[config.mk]
export PLATFORM = sky130hd
export DESIGN_NAME = instr_sequencer
export DESIGN_NICKNAME = d
export VERILOG_FILES = /design/src/rtl/core_ctrl_pkg.sv /design/src/rtl/pc_unit.sv /design/src/rtl/instr_sequencer.sv
export SDC_FILE = /design/constraint.sdc
export NUM_CORES = 1
export LEC_CHECK = 0
export CAP_MARGIN = 5
export CORE_MARGIN = 8
export CORE_UTILIZATION = 42
export CTS_CLUSTER_DIAMETER = 120
export DETAILED_ROUTE_END_ITERATION = 12
export PLACE_DENSITY_LB_ADDON = 0.3
export SLEW_MARGIN = 15
export SYNTH_ARGS = -nofsm -noshare
export SYNTH_HDL_FRONTEND = slang
export SYNTH_SLANG_ARGS = --single-unit
[constraint.sdc]
create_clock -name clock -period 3.1 [get_ports clock]
set_input_delay 0.465 -clock clock [delete_from_list [all_inputs] [get_ports clock]]
set_output_delay 0.465 -clock clock [all_outputs]
set_load 0.05 [all_outputs]
[src/rtl/core_ctrl_pkg.sv]
// Shared control package: sequencer states, RV32I opcodes and the
// default PC geometry shared by the sequencer and the decoder.
package core_ctrl_pkg;

  typedef enum logic [2:0] {
    IDLE,
    FETCH,
    WAIT,
    DECODE,
    EXEC,
    MEM,
    WB,
    HALT
  } seq_state_t;

  localparam int SEQ_ADDR_WIDTH = 7;
  localparam int SEQ_RESET_PC   = 0;
  localparam int SEQ_LAST_PC    = 73;

  localparam logic [6:0] OPC_LUI     = 7'b0110111;
  localparam logic [6:0] OPC_AUIPC   = 7'b0010111;
  localparam logic [6:0] OPC_JAL     = 7'b1101111;
  localparam logic [6:0] OPC_JALR    = 7'b1100111;
  localparam logic [6:0] OPC_BRANCH  = 7'b1100011;
  localparam logic [6:0] OPC_LOAD    = 7'b0000011;
  localparam logic [6:0] OPC_STORE   = 7'b0100011;
  localparam logic [6:0] OPC_ALU_IMM = 7'b0010011;
  localparam logic [6:0] OPC_ALU_REG = 7'b0110011;
  localparam logic [6:0] OPC_SYSTEM  = 7'b1110011;

endpackage

[src/rtl/pc_unit.sv]
// PC register with next-PC latch and LAST_PC wrap.
// Ports: clock/reset, latch (EXEC), take_target, target_pc, update (WB), pc.
module pc_unit
  import core_ctrl_pkg::*;
#(
  parameter int ADDR_WIDTH = SEQ_ADDR_WIDTH,
  parameter int RESET_PC   = SEQ_RESET_PC,
  parameter int LAST_PC    = SEQ_LAST_PC
) (
  input  logic                  clock,
  input  logic                  reset,
  input  logic                  latch,
  input  logic                  take_target,
  input  logic [ADDR_WIDTH-1:0] target_pc,
  input  logic                  update,
  output logic [ADDR_WIDTH-1:0] pc
);

  localparam logic [ADDR_WIDTH-1:0] C_RST  = ADDR_WIDTH'(RESET_PC);
  localparam logic [ADDR_WIDTH-1:0] C_LAST = ADDR_WIDTH'(LAST_PC);

  logic [ADDR_WIDTH-1:0] r_pc;
  logic [ADDR_WIDTH-1:0] r_next;
  logic [ADDR_WIDTH-1:0] w_seq;
  logic [ADDR_WIDTH-1:0] w_sel;

  // Sequential successor wraps modulo 2^ADDR_WIDTH.
  assign w_seq = r_pc + ADDR_WIDTH'(1);
  assign w_sel = take_target ? target_pc : w_seq;

  always_ff @(posedge clock) begin
    if (reset) begin
      r_pc   <= C_RST;
      r_next <= C_RST;
    end else begin
      if (latch)
        r_next <= w_sel;
      if (update)
        r_pc <= (r_next > C_LAST) ? C_RST : r_next;
    end
  end

  assign pc = r_pc;

endmodule

[src/rtl/instr_sequencer.sv]
// Multi-cycle RV32I control FSM: fetch, IR load, exec, mem, writeback.
// Ports: clock/reset, run/step, decoder class flags, branch_taken,
// target_pc, dmem_ack; strobes imem_re/ir_load/rf_we/dmem_req/dmem_we,
// pc/imem_addr, busy, halted, illegal, instret.
// Macro SEQ_INSTRET_EN enables the retired-instruction counter.
module instr_sequencer
  import core_ctrl_pkg::*;
#(
  parameter int ADDR_WIDTH = SEQ_ADDR_WIDTH,
  parameter int RESET_PC   = SEQ_RESET_PC,
  parameter int LAST_PC    = SEQ_LAST_PC
) (
  input  logic                  clock,
  input  logic                  reset,
  input  logic                  run,
  input  logic                  step,
  input  logic                  is_alu_reg,
  input  logic                  is_alu_imm,
  input  logic                  is_branch,
  input  logic                  is_jalr,
  input  logic                  is_jal,
  input  logic                  is_auipc,
  input  logic                  is_lui,
  input  logic                  is_load,
  input  logic                  is_store,
  input  logic                  is_system,
  input  logic                  branch_taken,
  input  logic [ADDR_WIDTH-1:0] target_pc,
  input  logic                  dmem_ack,
  output logic [ADDR_WIDTH-1:0] imem_addr,
  output logic                  imem_re,
  output logic                  ir_load,
  output logic                  rf_we,
  output logic                  dmem_req,
  output logic                  dmem_we,
  output logic [ADDR_WIDTH-1:0] pc,
  output logic                  busy,
  output logic                  halted,
  output logic                  illegal,
  output logic [31:0]           instret
);

  seq_state_t r_state;
  seq_state_t w_next_state;

  logic w_any_flag;
  logic w_take;
  logic w_writes_rf;
  logic w_halt_now;
  logic r_halted;
  logic r_illegal;
  logic r_is_store;
  logic r_wb_en;
  logic [ADDR_WIDTH-1:0] w_pc;

  assign w_any_flag = |{is_alu_reg, is_alu_imm, is_branch, is_jalr,
                        is_jal, is_auipc, is_lui, is_load, is_store,
                        is_system};

  assign w_take = is_jal | is_jalr | (is_branch & branch_taken);

  assign w_writes_rf = is_alu_reg | is_alu_imm | is_lui | is_auipc |
                       is_jal | is_jalr | is_load;

  assign w_halt_now = (r_state == DECODE) &&
                      (is_system || !w_any_flag);

  always_ff @(posedge clock) begin
    if (reset)
      r_state <= IDLE;
    else
      r_state <= w_next_state;
  end

  always_comb begin
    w_next_state = r_state;
    unique case (r_state)
      IDLE:    if (run || step) w_next_state = FETCH;
      FETCH:   w_next_state = WAIT;
      WAIT:    w_next_state = DECODE;
      DECODE:  w_next_state = w_halt_now ? HALT : EXEC;
      EXEC:    w_next_state = (is_load || is_store) ? MEM : WB;
      MEM:     if (dmem_ack) w_next_state = WB;
      WB:      w_next_state = run ? FETCH : IDLE;
      HALT:    w_next_state = HALT;
      default: w_next_state = IDLE;
    endcase
  end

  // Class-dependent strobe qualifiers are captured in EXEC so the
  // MEM/WB strobes depend on registered state only.
  always_ff @(posedge clock) begin
    if (reset) begin
      r_halted   <= 1'b0;
      r_illegal  <= 1'b0;
      r_is_store <= 1'b0;
      r_wb_en    <= 1'b0;
    end else begin
      if (w_halt_now) begin
        r_halted  <= 1'b1;
        r_illegal <= !w_any_flag;
      end
      if (r_state == EXEC) begin
        r_is_store <= is_store;
        r_wb_en    <= w_writes_rf;
      end
    end
  end

  pc_unit #(
    .ADDR_WIDTH (ADDR_WIDTH),
    .RESET_PC   (RESET_PC),
    .LAST_PC    (LAST_PC)
  ) u_pc (
    .clock       (clock),
    .reset       (reset),
    .latch       (r_state == EXEC),
    .take_target (w_take),
    .target_pc   (target_pc),
    .update      (r_state == WB),
    .pc          (w_pc)
  );

`ifdef SEQ_INSTRET_EN
  logic [31:0] r_instret;

  always_ff @(posedge clock) begin
    if (reset)
      r_instret <= 32'd0;
    else if (r_state == WB)
      r_instret <= r_instret + 32'd1;
  end

  assign instret = r_instret;
`else
  assign instret = 32'd0;
`endif

  assign pc        = w_pc;
  assign imem_addr = w_pc;
  assign imem_re   = (r_state == FETCH);
  assign ir_load   = (r_state == WAIT);
  assign dmem_req  = (r_state == MEM);
  assign dmem_we   = (r_state == MEM) && r_is_store;
  assign rf_we     = (r_state == WB) && r_wb_en;
  assign busy      = (r_state != IDLE) && (r_state != HALT);
  assign halted    = r_halted;
  assign illegal   = r_illegal;

endmodule

==> summary by stage, run 1 <==
Setup path
The largest stage delay on the critical path is 800 ps. The source of the critical timing path is r_state[1]$_SDFFE_PP0P_. The most critical setup path has its endpoint at rf_we.

For the worst setup path, the data arrival time is 2300 ps. The slowest cell on the critical path is clkdlybuf4s50_1. The capture instance of the worst register-to-register path is u_pc.r_next[5]$_SDFFE_PP0P_.

Data on the critical path is required at its endpoint by 2630 ps. In this run the worst path has a maximum fanout of 13. The type of the worst setup path is reg -> out. STA classifies the critical path startpoint as a flop.

The logic depth of the worst register-to-register path is 4. For flop-to-flop paths, the worst setup slack is 1340 ps. The signal on the critical path passes through inv_1 > nor2_1 > buf_4 > and2_1 > clkdlybuf4s50_1. STA classifies the critical path endpoint as a primary output.

STA
The part of the cycle the worst path needs is 0.891. The relative slew slack is 0.436. The summed negative setup slack over all endpoints is 0 ps. The number of failing hold endpoints at the final stage is 0. Setup repair after global routing left no endpoint under its margin. The number of endpoints failing setup at the final stage is 0. The max-slew violation count is 0. The clock tree skew after final layout is 8.27 ps. Static timing analysis puts the maximum clock frequency at 0.362 GHz.

Hold timing on the final database bottoms out at a slack of 455 ps. The post-route minimum period is 2760 ps. The slew at the pin closest to its max-slew limit is 843 ps.

Finish
The count of non-filler cells in the finished layout is 265. In the final design database the tool counted 244 nets. The fraction of layout cells with a size suffix above 1 is 0.0548.

The area growth from synthesis to layout is 23.5%. The count of inserted antenna diode cells is 0.

Route
Once detail routing completed, the nets flagged for antenna violations numbered 0. The total iterations of the first detailed-routing run is 4. The first routing iteration left 55 violations. Using the TritonRoute via totals, the vias-per-cell ratio works out to 4.82. The detailed-route wire length per cell is 13.0 um. Summing over every cut layer, the via total after detailed routing is 1278. In the routed design, unresolved DRC markers number 0. The routed design has 3.44 mm of wire.

Global routing
The total congestion overflow is 0. Entering global routing, the biggest net connects 23 pins. The total global routing track utilization is 0.117. The global-route wire length before repair is 5.17 mm. The number of global-route vias before repair came to 1169. The initial antenna violation count was 0.

Run
Across the run, the number of max-cap violations was 0.

CTS
The hold buffer count at CTS is 0. TritonCTS created 3 clock buffers. The number of gates resized after CTS was 0.

No sink is reached through more buffers than the 2 on the longest clock path. Clock tree synthesis selected as its root buffer the cell clkbuf_4. The clock insertion delay at the later pin of the skew report is 300 ps. TritonCTS built the clock tree.

In this run the number of H-tree levels came out at 1. The post-CTS clock slew at the launch and capture registers of the worst setup and hold paths is 120 ps. The number of setup buffers added after CTS is 0.

The clock drives 21 sinks.

Logic synthesis
The number of different library cells in the post-synthesis netlist is 38. The mean cell area of the mapped netlist is 7.74 um2. The synthesized design contains 21 register bits. The synthesis warning total is 0.

Of the post-synthesis cell area, the dominant cell type holds 0.295. In the synthesized netlist the async set-or-reset flop fraction comes to 0. The total standard cell area after synthesis is 0.00142 mm2. The number of flops mapped to enable cells by yosys is 0. The share of the yosys chip area belonging to registers is 0.295. The biggest area consumer among synthesized cells is dfxtp_1. Synthesis handed over a netlist of 184 instances. After synthesis, the cell types taking the most area are dfxtp_1 (30%), buf_4 (21%), a21oi_1 (6.3%), nand2_1 (5.8%), nor2_1 (3.4%). The top flip-flop cell by instance count after synthesis is dfxtp_1.

Min path
The class of the worst hold path is reg -> reg. The worst hold path passes through 2 cells.

Floorplanning
The I/O pin count is 77. The die area is 0.00551 mm2. The floorplan step defined a core boundary enclosing 0.00328 mm2.

The starting density of the core is 0.434. In this run the vertical extent of the chip is 74.2 um. The number of cell rows is 21.

The width of the die is 74.2 um.

Power
Power spread over the standard cell area amounts to 422 mW/mm2. VDD sags by at most 208 uV. The analysis attributes to cell leakage a power of 0.639 nW.

Placed design
Including well taps, the total number of placed cells is 261. The HPWL after detailed placement is 2.72 mm. The number of buffer cells added on primary ports is 44.

At the end of routability-driven placement, the weighted congestion stood at 0.787.

Status
The run finished with clean final reports.
[how the worst min path moves through the flow]
stage | startpoint | endpoint | slack (ps)
2_1_floorplan | r_wb_en$_SDFFE_PP0P_ | r_wb_en$_SDFFE_PP0P_ | 430
3_3_place_gp | halted$_SDFFE_PP0P_ | halted$_SDFFE_PP0P_ | 430
3_5_place_dp | halted$_SDFFE_PP0P_ | halted$_SDFFE_PP0P_ | 440
4_1_cts | halted$_SDFFE_PP0P_ | halted$_SDFFE_PP0P_ | 460
5_1_grt | r_wb_en$_SDFFE_PP0P_ | r_wb_en$_SDFFE_PP0P_ | 500
6_report | halted$_SDFFE_PP0P_ | halted$_SDFFE_PP0P_ | 460
[metal layers]
| metal | share of wire | vias up | track usage |
|---|---|---|---|
| li1 | - | 640 | - |
| met1 | 0.43 | 578 | 0.147 |
| met2 | 0.47 | 58 | 0.193 |
| met3 | 0.091 | 2 | 0.0202 |
| met4 | 0.0079 | 0 | 0.0413 |
| met5 | 0 | - | 0 |
[kinds of logic after synthesis]
kind of cell               synth area share
and+or+nand+nor                       0.243
buffers and inverters                 0.231
AOI/OAI and AO/OA                     0.201
DFF                                   0.295
xor gates and xnor gates             0.0185
other                               0.00263
adders and majority gates           0.00879
[area by class of cell]
class                   instances  area [um2]
flip-flops and latches         21         420
clock buffers                   4        26.3
repair buffers                 46         455
inverters                       2        7.51
fillers                       331        1530
well taps                      46        57.6
multi-input cells             146         791
[cell usage after synthesis (2+ instances only)]
library cell	number
buf_2	2
nand2_1	22
clkbuf_1	5
a211oi_1	2
and2_1	2
nand3b_1	2
nand2b_1	4
nor3_1	6
nand3_1	8
xor2_1	2
nor2_1	13
dfxtp_1	21
and3_1	2
or3_1	3
nor3b_1	2
a21oi_1	18
buf_4	39
a211o_1	3
o21ai_0	6
inv_1	2
o41ai_1	2
a31o_2	2
[worst max-delay path, delay by kind of cell, from the launching register on]
kind / cells / cell delay (ps)
flip-flops: 1 / 570
AND/OR/NAND/NOR: 2 / 280
buffers and inverters: 3 / 1130
[where the power goes]
part | internal, mW | switching, mW
sequential | 0.286 | 0.0319
combinational | 0.0867 | 0.202
clock | 0.0502 | 0.0841
[registers in the layout, indices dropped and copies added, names as in the netlist, named ones only]
| name | count |
|---|---|
| halted | 1 |
| r_wb_en | 1 |
| r_is_store | 1 |
| u_pc.pc | 7 |
| illegal | 1 |
| r_state | 2 |
| u_pc.r_next | 7 |
[cells in the final DEF, fill, tap and decap left out, drive strengths merged, types with 3 or more instances in the layout]
cell / Yosys / final
a211oi: 3 / 3
nor2: 13 / 13
or3: 3 / 3
o21ai: 6 / 6
o41ai: 3 / 3
nand3: 8 / 8
a211o: 3 / 3
nand2: 22 / 22
a21oi: 18 / 18
clkdlybuf4s50: 0 / 44
clkbuf: 5 / 4
dfxtp: 21 / 21
nor3b: 3 / 3
conb: 1 / 32
nand2b: 4 / 4
nor3: 6 / 6
[through the flow]
| stage | area [um2] | utilization | power [mW] | setup slack, ps |
|---|---|---|---|---|
| after floorplan | 1540 | - | 0.567 | 985 |
| after global placement | 1730 | 0.527 | 0.611 | 750 |
| after detailed placement | 1730 | 0.527 | 0.612 | 715 |
| after CTS | 1760 | 0.535 | 0.744 | 335 |
| after global routing | 1760 | 0.535 | 0.774 | 155 |
| final | 1760 | 0.535 | 0.741 | 338 |
Power figures use the tool's default switching activity.
==> run 2: changes to the inputs <==
SYNTH_HIERARCHICAL = 1   (was not set)
==> summary by stage, run 2 <==
Status
Run status: completed (unchanged).

STA
The post-route minimum period is 2550 ps (was 2760 ps). The part of the cycle the worst path needs was 0.822 (was 0.891). The number of failing hold endpoints at the final stage was 0 (unchanged). The number of endpoints failing setup at the final stage was 0 (unchanged). The clock tree skew after final layout is 7.64 ps (was 8.27 ps). The max-slew violation count is 0 (unchanged).

The slew at the pin closest to its max-slew limit was 507 ps (was 843 ps). Unrepaired setup endpoints after global routing: false (unchanged). The timing-limited maximum frequency is 0.392 GHz (was 0.362 GHz). The smallest setup slack after layout is 552 ps (was 338 ps). The summed negative setup slack over all endpoints is 0 ps (unchanged). The relative slew slack is 0.661 (was 0.436).

Floorplanning
The number of cell rows is 21 (unchanged). The width of the die is 74.7 um (was 74.2 um). The core footprint came to 0.00334 mm2 (was 0.00328 mm2). The I/O pin count is 77 (unchanged). The die height came to 74.7 um (was 74.2 um). The starting density of the core came to 0.434 (about the same). The die area is 0.00559 mm2 (was 0.00551 mm2).

Placed design
The HPWL after detailed placement is 2.71 mm (was 2.72 mm). The final weighted congestion of routability-driven global placement was 0.750 (was 0.787). The worst slack at placement came to 914 ps (was 715 ps). The number of buffer cells added on primary ports is 44 (unchanged).

Logic synthesis
Top cells by area in the synthesized netlist: dfxtp_1 (29%), buf_4 (21%), a21oi_1 (6.2%), nor2_1 (4.1%), nor2b_1 (3.5%) (was dfxtp_1 (30%), buf_4 (21%), a21oi_1 (6.3%), nand2_1 (5.8%), nor2_1 (3.4%)). The proportion of synthesized flip-flops having asynchronous set or reset is 0 (unchanged). The most repeated cell in the gate-level netlist after synthesis is buf_4 (unchanged). Top cells by count, synth: buf_4 (40), dfxtp_1 (21), a21oi_1 (18), nor2_1 (16) (was buf_4 (39), nand2_1 (22), dfxtp_1 (21), a21oi_1 (18), nor2_1 (13)). The count of mapped cells out of synthesis was 181 (was 184). The total standard cell area after synthesis is 0.00145 mm2 (was 0.00142 mm2). The share of the yosys chip area belonging to registers is 0.290 (was 0.295).

The top flip-flop cell by instance count after synthesis is dfxtp_1 (unchanged). The synthesis warning total is 6 (was 0). The biggest area consumer among synthesized cells is dfxtp_1 (unchanged). The number of flops mapped to enable cells by yosys was 0 (unchanged). The post-synthesis register bit count is 21 (unchanged).

The number of different library cells in the post-synthesis netlist is 37 (was 38). The share of the synthesized area in the top cell type is 0.290 (was 0.295). The mean cell area of the mapped netlist is 8.00 um2 (was 7.74 um2).

Power
The total chip power was 0.748 mW (was 0.741 mW). The peak supply drop is 247 uV (was 208 uV). The leakage power figure is 0.663 nW (was 0.639 nW). The power density normalized to cell area is 421 mW/mm2 (was 422 mW/mm2).

Finish
The fraction of layout cells with a size suffix above 1 is 0.0417 (was 0.0548). The layout-stage area growth over the synthesis result is 22.6% (was 23.5%). The most common library cell in the layout ignoring fill and taps was clkdlybuf4s50_1 (unchanged). The count of filler cells inserted in the layout is 336 (was 331). The post-layout net count is 241 (was 244). Top library cells by usage in the layout, fill and taps aside: clkdlybuf4s50_1 (44), conb_1 (32), dfxtp_1 (21) (was clkdlybuf4s50_1 (44), conb_1 (32), nand2_1 (22)).

The count of inserted antenna diode cells is 0 (unchanged).

Global routing
The pin count of the biggest net entering global routing was 18 (was 23). The total congestion overflow is 0 (unchanged). The initial antenna violation count came to 0 (unchanged). The number of global-route vias before repair is 1217 (was 1169).

The total global routing track utilization is 0.121 (was 0.117). The global-route wire length before repair is 5.33 mm (was 5.17 mm).

CTS
The clock insertion delay at the later pin of the skew report is 310 ps (was 300 ps). The number of H-tree levels is 1 (unchanged). The sink count of the clock tree was 21 (unchanged). The post-CTS clock slew at the launch and capture registers of the worst setup and hold paths was 120 ps (about the same). The buffer type at the clock tree root is clkbuf_4 (unchanged). The clock tree from TritonCTS is yes (unchanged).

The hold buffer count at CTS was 0 (unchanged). The post-cts gate resize count was 0 (unchanged). The maximum buffer depth of the clock tree was 2 (unchanged).

The count of buffers added by post-CTS timing repair for setup came to 0 (unchanged). The number of clock buffers inserted by TritonCTS was 3 (unchanged).

Setup path
The critical path capture point type is a primary output (unchanged). The maximum fanout encountered on the critical timing path is 12 (was 13). The kind of launch point of the worst setup path was a flop (unchanged). The type of the worst setup path is reg -> out (unchanged). The data arrival time of the worst path is 2080 ps (was 2300 ps). The required time of the worst setup path came to 2630 ps (about the same).

Route
The total iterations of the first detailed-routing run is 4 (unchanged). The final wirelength came to 3.39 mm (was 3.44 mm). The vias after detailed routing is 1247 (was 1278).

The remaining number of nets flagged by the antenna check after routing is 0 (unchanged). The number of DRC violations after detailed routing was 0 (unchanged). The number of violations reported at the end of detailed-routing iteration 0 is 88 (was 55).

The via-per-instance ratio is 4.76 (was 4.82). The detailed-route wire length per cell is 12.9 um (was 13.0 um).

Min path
The class of the worst hold path is reg -> reg (unchanged).

Run
The max capacitance violation total is 0 (unchanged).
-- run 2: cell types whose count changed in the layout (fill, tap and decap cells not counted), sizes merged, moves of 3 or more --
cell	change
a31oi	+5
mux2i	+3
nand2	-16
nor2	+3
nor2b	+8
o41ai	-3
-- run 2: through the flow --
| stage | utilization | hold WS (ps) | instance area, um2 | instances |
|---|---|---|---|---|
| final | 0.532 | 475 | 1780 | 262 |
| after global routing | 0.532 | 514 | 1780 | 262 |
| after CTS | 0.532 | 471 | 1780 | 262 |
| after detailed placement | 0.525 | 453 | 1750 | 258 |
| after global placement | 0.525 | 439 | 1750 | 258 |
| after floorplan | - | 452 | 1570 | 212 |
-- run 2: power breakdown --
| part | total (mW) | internal, mW | switching, mW | leakage [nW] |
|---|---|---|---|---|
| registers | 0.319 | 0.287 | 0.0324 | 0.170 |
| clock network | 0.135 | 0.0502 | 0.0849 | 0.0150 |
| logic | 0.293 | 0.0906 | 0.203 | 0.478 |
-- run 2: cell families (layout without fill, tap and decap cells) --
kind of cell	after synthesis	count (layout)	share of synthesized area
AO/OA/AOI/OAI	41	41	0.185
XOR/XNOR	3	3	0.0181
adder cells (fa/ha/maj)	1	1	0.00863
buffers and inverters	48	52	0.231
flip-flops	21	21	0.290
multiplexers	3	3	0.0207
other	1	32	0.00259
AND/OR/NAND/NOR	63	63	0.244
-- run 2: path summary, 6_finish.rpt --
| kind | start | to | slack [ps] | depth (start not counted) |
|---|---|---|---|---|
| worst max register to register | flop | u_pc/pc[4]$_SDFFE_PP0P_ | 1440 | 5 |
| worst min register to register | halted$_SDFFE_PP0P_ | halted$_SDFFE_PP0P_ | 470 | 2 |
| worst max-delay path | flop | rf_we | 550 | 3 |
| worst min-delay path | halted$_SDFFE_PP0P_ | halted$_SDFFE_PP0P_ | 470 | 2 |
-- run 2: critical path: stages (launching register included) --
cell,delay (ps)
dfxtp_1,550
nor2b_1,250
and3_1,180
clkdlybuf4s50_1,800
-- run 2: area by class of cell --
| class | count | area (um2) | area share |
|---|---|---|---|
| clock buffer | 4 | 26.3 | 0.0148 |
| inverter | 2 | 7.51 | 0.00423 |
| multi-input combinational | 143 | 810 | 0.456 |
| sequential | 21 | 420 | 0.237 |
| tap | 46 | 57.6 | 0.0324 |
| timing repair buffer | 46 | 455 | 0.256 |
-- run 2: layer usage --
layer	vias up	part of all wire	global-route usage
met5	-	0	0
met4	0	0.011	0.0457
met1	561	0.44	0.148
met2	55	0.45	0.197
li1	629	-	-
met3	2	0.098	0.0346
